$ cat src/rtl/sample_stream_pkg.sv
// Shared types and helpers for the sample stream FIFO test design.
package sample_stream_pkg;

    localparam int COUNT_W_DEFAULT = 16;

    typedef logic [COUNT_W_DEFAULT-1:0] count_t;

    // Handshake pair bundled for probing one side of a valid/ready link.
    typedef struct packed {
        logic valid;
        logic ready;
    } hs_t;

    function automatic int level_w(input int depth);
        return $clog2(depth + 1);
    endfunction

endpackage

$ cat src/rtl/sample_stream_counter.sv
// Wrapping event counter with synchronous clear and count enable.
module sample_stream_counter #(
    parameter int WIDTH = 16
) (
    input  logic             clk,
    input  logic             clear,
    input  logic             enable,
    output logic [WIDTH-1:0] count
);

    always_ff @(posedge clk) begin
        if (clear) begin
            count <= '0;
        end else if (enable) begin
            count <= count + WIDTH'(1);
        end
    end

endmodule

$ cat src/rtl/sample_stream_fifo.sv
// First-word-fall-through byte-stream FIFO with occupancy, high-watermark and transfer counters.
// Handshake: a word moves on a rising edge where valid and ready are both high; ready never depends on the consumer side.
module sample_stream_fifo
    import sample_stream_pkg::*;
#(
    parameter int DATA_WIDTH  = 8,
    parameter int DEPTH       = 4,
    parameter int COUNT_WIDTH = COUNT_W_DEFAULT
) (
    input  logic                        clk,
    input  logic                        rst,
    input  logic                        stream_in_valid,
    output logic                        stream_in_ready,
    input  logic [DATA_WIDTH-1:0]       stream_in_data,
    output logic                        stream_out_valid,
    input  logic                        stream_out_ready,
    output logic [DATA_WIDTH-1:0]       stream_out_data,
    output logic [level_w(DEPTH)-1:0]   level,
    output logic [level_w(DEPTH)-1:0]   high_watermark,
    output logic [COUNT_WIDTH-1:0]      in_count,
    output logic [COUNT_WIDTH-1:0]      out_count
);

    localparam int PTR_W = $clog2(DEPTH);
    localparam int LW    = level_w(DEPTH);
    localparam logic [LW-1:0] FULL_LEVEL = LW'(DEPTH);

    if (DEPTH < 2 || (DEPTH & (DEPTH - 1)) != 0) begin : g_bad_depth
        $error("sample_stream_fifo: DEPTH must be a power of two and at least 2");
    end

    logic [DATA_WIDTH-1:0] storage [DEPTH];
    logic [PTR_W-1:0]      wr_ptr;
    logic [PTR_W-1:0]      rd_ptr;
    logic [LW-1:0]         level_q;
    logic [LW-1:0]         level_next;
    logic [LW-1:0]         hwm_q;
    hs_t                   in_hs;
    hs_t                   out_hs;
    logic                  push;
    logic                  pop;

    assign stream_in_ready  = (level_q != FULL_LEVEL);
    assign stream_out_valid = (level_q != '0);
    assign stream_out_data  = storage[rd_ptr];

    assign in_hs  = '{valid: stream_in_valid, ready: stream_in_ready};
    assign out_hs = '{valid: stream_out_valid, ready: stream_out_ready};
    assign push   = in_hs.valid & in_hs.ready;
    assign pop    = out_hs.valid & out_hs.ready;

    always_comb begin
        level_next = level_q;
        case ({push, pop})
            2'b10:   level_next = level_q + LW'(1);
            2'b01:   level_next = level_q - LW'(1);
            default: level_next = level_q;
        endcase
    end

    always_ff @(posedge clk) begin
        if (rst) begin
            wr_ptr  <= '0;
            rd_ptr  <= '0;
            level_q <= '0;
            hwm_q   <= '0;
        end else begin
            if (push) wr_ptr <= wr_ptr + PTR_W'(1);
            if (pop)  rd_ptr <= rd_ptr + PTR_W'(1);
            level_q <= level_next;
            if (level_next > hwm_q) hwm_q <= level_next;
        end
    end

    // Storage is deliberately left uncleared; only the pointers define content.
    always_ff @(posedge clk) begin
        if (push && !rst) begin
            storage[wr_ptr] <= stream_in_data;
        end
    end

    sample_stream_counter #(.WIDTH(COUNT_WIDTH)) u_in_counter (
        .clk    (clk),
        .clear  (rst),
        .enable (push),
        .count  (in_count)
    );

    sample_stream_counter #(.WIDTH(COUNT_WIDTH)) u_out_counter (
        .clk    (clk),
        .clear  (rst),
        .enable (pop),
        .count  (out_count)
    );

    assign level          = level_q;
    assign high_watermark = hwm_q;

endmodule

$ cat config.mk
export PLATFORM = sky130hd
export DESIGN_NAME = sample_stream_fifo
export DESIGN_NICKNAME = d
export VERILOG_FILES = /design/src/rtl/sample_stream_pkg.sv /design/src/rtl/sample_stream_counter.sv /design/src/rtl/sample_stream_fifo.sv
export SDC_FILE = /design/constraint.sdc
export NUM_CORES = 1
export LEC_CHECK = 0
export ABC_AREA = 0
export BUFFER_PORTS_ARGS = -buffer_cell sky130_fd_sc_hd__buf_2
export CAP_MARGIN = 20
export CELL_PAD_IN_SITES_DETAIL_PLACEMENT = 0
export CELL_PAD_IN_SITES_GLOBAL_PLACEMENT = 1
export CORE_MARGIN = 2
export CORE_UTILIZATION = 44
export CTS_CLUSTER_DIAMETER = 150
export DETAILED_ROUTE_END_ITERATION = 8
export PLACE_DENSITY_LB_ADDON = 0.1
export SLEW_MARGIN = 5
export SYNTH_ARGS = -nofsm -noshare
export SYNTH_HDL_FRONTEND = slang
export SYNTH_HIERARCHICAL = 1
export SYNTH_SLANG_ARGS = --single-unit
$ cat constraint.sdc
create_clock -name clk -period 3.55 [get_ports clk]
set_clock_uncertainty 0.1 [all_clocks]
set_input_delay 0.355 -clock clk [delete_from_list [all_inputs] [get_ports clk]]
set_output_delay 0.355 -clock clk [all_outputs]
set_load 0.03 [all_outputs]
======== Word-level counts from Yosys, hierarchy flattened ========
Memories as Yosys holds them, arrays and structs flattened. A register that Yosys moved wholly into a read port is not among the register bits.
Index checks and enable logic that the tools add are counted.
operators by class
  $add $sub $neg .......................... 6
  magnitude comparators ................... 1
  equal/unequal tests ..................... 3
  muxes and demuxes ....................... 5
  bitwise gates (word level) .............. 2
  reductions and logical operators ........ 3
operators by type and width
  kind                   count
  $add 16x1->16 const B  2
  $pmux 3 s2             1
  $add 2x1->2 const B    2
  $mux 2                 2
  $add 3x1->3 const B    1
  $gt 3x3->1             1
  $ne 3x3->1 const B     1
  $reduce_bool 3->1      1
  $sub 3x1->3 const B    1
  $and 1x1->1            2
  $eq 2x1->1 const B     1
  $eq 2x2->1 const B     1
  $mux 1                 2
  $logic_and 1x1->1      1
  $logic_not 1->1        1
word-level totals
  flip-flop bits (word level) ............. 42
  memory bits (writable) .................. 32
  bits of input ports ..................... 12
  output and inout port bits .............. 48
  memories kept ........................... 1
memories
  name     words  width  read ports  clocked after Yosys merged registers in  wr ports  RTL line                  RTL
  storage  4      8      1           1                                        1         sample_stream_fifo.sv:32  logic [DATA_WIDTH-1:0] storage [DEPTH];

======== Logic depth before layout (Yosys ltp) ========
  word-level depth ........................ 5
  mapped depth ............................ 13

======== Hierarchy ========
Netlist, hierarchy kept.
modules (own cells, without submodules)
  module                 instances  cells an instance  area an instance (µm²)  seq. area each (µm²)
  sample_stream_fifo     1          111                1819.2                  1201.2
  sample_stream_counter  2          83                 757.0                   320.3

======== Worst setup path after synthesis ========
No wires, ideal clock.
  path type ............................... register -> register
  start point ............................. register level_q[0], in the netlist level[0]
  end point ............................... register hwm_q[0], in the netlist high_watermark[0]
  arrival time ............................ 3.122 ns
  setup slack ............................. 0.207 ns
  stages on the path, launching flop included .. 14
  path through ............................ dfxtp_1 > or3b_4 > nand2_4 > ha_1 > fa_1 > xnor2_1 > nor2_1 > xnor2_1 > inv_1 > ha_1 > nor2_1 > a31oi_1 > o21a_1 > mux2_2
on the way
  word-level cells in the longest chain between the ends .. 5
ends and longest elaborated chain
  what                                      RTL line                  RTL
  start, declared                           sample_stream_fifo.sv:35  logic [LW-1:0] level_q;
  start signal, assigned                    sample_stream_fifo.sv:70  level_q <= level_next;
  $ne 3x3->1 (*)                            sample_stream_fifo.sv:43  assign stream_in_ready = (level_q != FULL_LEVEL);
  net stream_in_ready                       sample_stream_fifo.sv:13  output logic stream_in_ready,
  $and 1x1->1 (*)                           sample_stream_fifo.sv:49  assign push = in_hs.valid & in_hs.ready;
  $eq 2x1->1 or $eq 2x2->1 (tied branches)  sample_stream_fifo.sv:54  case ({push, pop})
  $pmux 3 s2 (*)                            sample_stream_fifo.sv:54
  net level_next[2]                         sample_stream_fifo.sv:36  logic [LW-1:0] level_next;
  $gt 3x3->1 (*)                            sample_stream_fifo.sv:71  if (level_next > hwm_q) hwm_q <= level_next;
  end signal, assigned                      sample_stream_fifo.sv:71
  end, declared                             sample_stream_fifo.sv:37  logic [LW-1:0] hwm_q;
The timed path passes the listed nets; every way through them passes the cells marked *.
A chain may end at the register's enable or synchronous reset.

======== Worst setup path after layout ========
  start point ............................. register level_q[0], in the netlist level[0]
  end point ............................... register hwm_q[0], in the netlist high_watermark[0]
on the way
  word-level cells in the longest chain between the ends .. 5
ends and longest elaborated chain
  what                                      RTL line                  RTL
  $reduce_bool 3->1 (*)                     sample_stream_fifo.sv:44  assign stream_out_valid = (level_q != '0);
  $and 1x1->1 (*)                           sample_stream_fifo.sv:50  assign pop = out_hs.valid & out_hs.ready;
  net pop                                   sample_stream_fifo.sv:41  logic pop;
  $eq 2x1->1 or $eq 2x2->1 (tied branches)  sample_stream_fifo.sv:54
  $pmux 3 s2 (*)                            sample_stream_fifo.sv:54
  net level_next[2]                         sample_stream_fifo.sv:36
  $gt 3x3->1 (*)                            sample_stream_fifo.sv:71
Marked as above.

==> results_dict.tcl <==
set metrics [dict create \
    final_hold_viol_count 0 \
    hold_class "in -> reg" \
    timing.critical_path.cells "o31a_2 -> ha_1 -> fa_1 -> xnor2_1 -> nor2_1 -> xnor2_1 -> inv_1 -> ha_1 -> nor2_1 -> a31oi_1 -> o21a_1 -> mux2_2" \
    nFillCells 687 \
    grt_pass1_wl_um 9900 \
    ys_seq_area_frac 0.553 \
    numCtsBuffers 9 \
    cts_setup_buffers 0 \
    cts-hold-fix-buffers 0 \
    yosys_warnings 6 \
    htree_levels 3 \
    grt_util_met3 0.0440 \
    maxCapViolations 0 \
    grt.total_usage 0.151 \
    final_nets 363 \
    antenna_found_initial 0 \
    ir_drop_mv 0.555 \
    wirelength_um 6000 \
    period_needed_ns 3.29 \
    ios 60 \
    p_leak_nw 1.54 \
    grt_max_degree 33 \
    dp_hpwl_um 4100 \
    gr-total-overflow 0 \
    core_area_sq_um 7290 \
    fin_util 0.534 \
    rsz0062_at_grt "false" \
    grtUsageMet1 0.206 \
    clk_pin_slew_ns 0.08 \
    period_share 0.926 \
    drc_errors 0 \
    syn_to_final_growth_pct 16.9 \
    critPathMaxStageDelay_ns 0.39 \
    crit_type "reg -> reg" \
    worstSetupStartpointType "flip-flop" \
    setup_tns_ns 0 \
    cts_tree "built" \
    via_per_inst 4.93 \
    crit_slowest_cell "fa_1" \
    tightest_slew_ns 0.589 \
    relSlewSlack 0.608 \
    worstSetupEndpointType "flip-flop" \
    drv_slew 0 \
    die_h_um 91.0 \
    setup_viol 0 \
    drt_iter0_drc 65 \
    detail-route-antenna-nets 0 \
    grt-busiest-layer "met2" \
    wl_per_cell_um 13.5 \
    start_util 0.457 \
    worstPathArrival_ns 3.42 \
    yosys.cell_types.count 45 \
    met2_usage 0.227 \
    synth_seq_cells 76 \
    reg2reg_from "level[0]$_SDFF_PP0_" \
    drive_gt1_frac 0.319 \
    synthArstFlopShare 0 \
    die-area_sq_um 8290 \
    post_cts_resized 0 \
    clockRootBuffer "clkbuf_8" \
    crit_required_ns 3.69 \
    grt_pass1_vias 1986 \
    startpoint "level[0]$_SDFF_PP0_" \
    clock_latency_ns 0.34 \
    syn_inst 277 \
    globalplace.congestion 0.712 \
    regArea_sq_um 1840 \
    status "complete, no violations" \
    multi_input_area_sq_um 1400 \
    numPortBuffers 59 \
    num_antenna_cells 0 \
    powerDensity_nw_per_um2 644 \
    holdCritStartpoint "stream_in_data[2]" \
    p_total_w 0.00251 \
    vias 2189 \
    synth_flop_cell "dfxtp_1" \
    synth_fp_nets 300 \
    fp-row-count 31 \
    syn_area_per_cell_sq_um 12.0 \
    die_w_um 91.0 \
    dr.pass1.iters 4 \
    fmax_ghz 0.304 \
    clock_path_buffers 2 \
    numClockSinks 76 \
    cp_max_fo 6 \
    syn_area_sq_um 3330 \
    synth_edf_count 32 \
]
-- worst max-delay path, delay by kind of cell, from the launching register on --
kind,cells,cell delay (ns)
adders and majority gates,3,0.92
buffers and inverters,1,0.08
xor gates and xnor gates,2,0.41
and+or+nand+nor,2,0.11
DFF,1,0.38
muxes,1,0.34
AOI/OAI and AO/OA,3,0.84
-- flip-flops by register name, indices dropped and copies added (netlist names), named ones only --
signal / count
level: 3
wr_ptr: 2
u_in_counter/count: 16
high_watermark: 3
rd_ptr: 2
u_out_counter/count: 16
storage: 32
-- path summary, 6_finish.rpt --
check | cells past startpoint | endpoint | slack (ns)
hold / removal | 1 | storage[1][2]$_DFFE_PP_ | 0.13
hold reg to reg | 2 | u_out_counter/count[13]$_SDFFE_PP0P_ | 0.39
setup / recovery | 12 | high_watermark[0]$_SDFFE_PP0N_ | 0.26
setup reg to reg | 12 | high_watermark[0]$_SDFFE_PP0N_ | 0.26
-- placed cells by master, fill, tap and decap left out, types with 3 or more instances in the layout --
master      count
a21oi_1         7
nand2_1        14
mux2i_1         3
mux2_2          5
mux4_2          8
buf_2          59
edfxtp_1       32
nor4_1          6
nor2_1         43
xnor2_1        16
dfxtp_1        44
ha_1           10
inv_1          12
and2_2          4
clkbuf_8        9
clkinvlp_4      4
xor2_1         10
nor2b_1         3
nand3_1         7
nor3_1          7
-- logic make-up after synthesis --
group,synth area share
muxes,0.0800
xor gates and xnor gates,0.0683
AOI/OAI and AO/OA,0.0424
DFF,0.553
adders and majority gates,0.0435
and+or+nand+nor,0.186
buffers and inverters,0.0270
-- report_power, final --
group          total [W]  internal, W  switching (W)
sequential       0.00109     0.000994      0.0000952
combinational   0.000835     0.000346       0.000489
clock           0.000586     0.000256       0.000331
total            0.00251      0.00160       0.000915
-- per-stage QoR --
step                std cells  instance area [sq um]  worst slack [ns]  hold slack [ns]
floorplan                 277                   3330             0.207            0.336
global placement          428                   3720             0.317            0.380
detailed placement        428                   3720             0.266            0.380
CTS                       444                   3900             0.237            0.109
global route              444                   3900             0.118            0.102
finish                    444                   3900             0.262            0.128
-- layout make-up --
type | instances | area share
clock inverters | 7 | 0.0132
repair buffers | 61 | 0.0796
flip-flops and latches | 76 | 0.473
inverters | 12 | 0.0116
multi-input cells | 180 | 0.360
clock buffers | 9 | 0.0318
well taps | 99 | 0.0318
-- cells in the mapped netlist (all sizes together) (4+ instances only) --
master,count,share of area
a21oi,7,0.011
dfxtp,44,0.26
nand2,15,0.019
nand3,7,0.011
clkbuf,7,0.011
inv,12,0.014
nor3,7,0.011
mux2,5,0.017
mux4,8,0.054
nand4,6,0.024
nor4,8,0.024
xor2,10,0.026
edfxtp,32,0.29
nor2,43,0.048
ha,10,0.038
and2,4,0.0090
xnor2,16,0.042
-- metal layers --
layer / vias up / routed length [um] / part of all wire
met5: - / 0 / 0
met4: 0 / 58 / 0.0097
met3: 5 / 254 / 0.042
met2: 44 / 2730 / 0.45
met1: 1029 / 2960 / 0.49
li1: 1111 / - / -
Note: power is estimated with default switching activity, not from simulation.
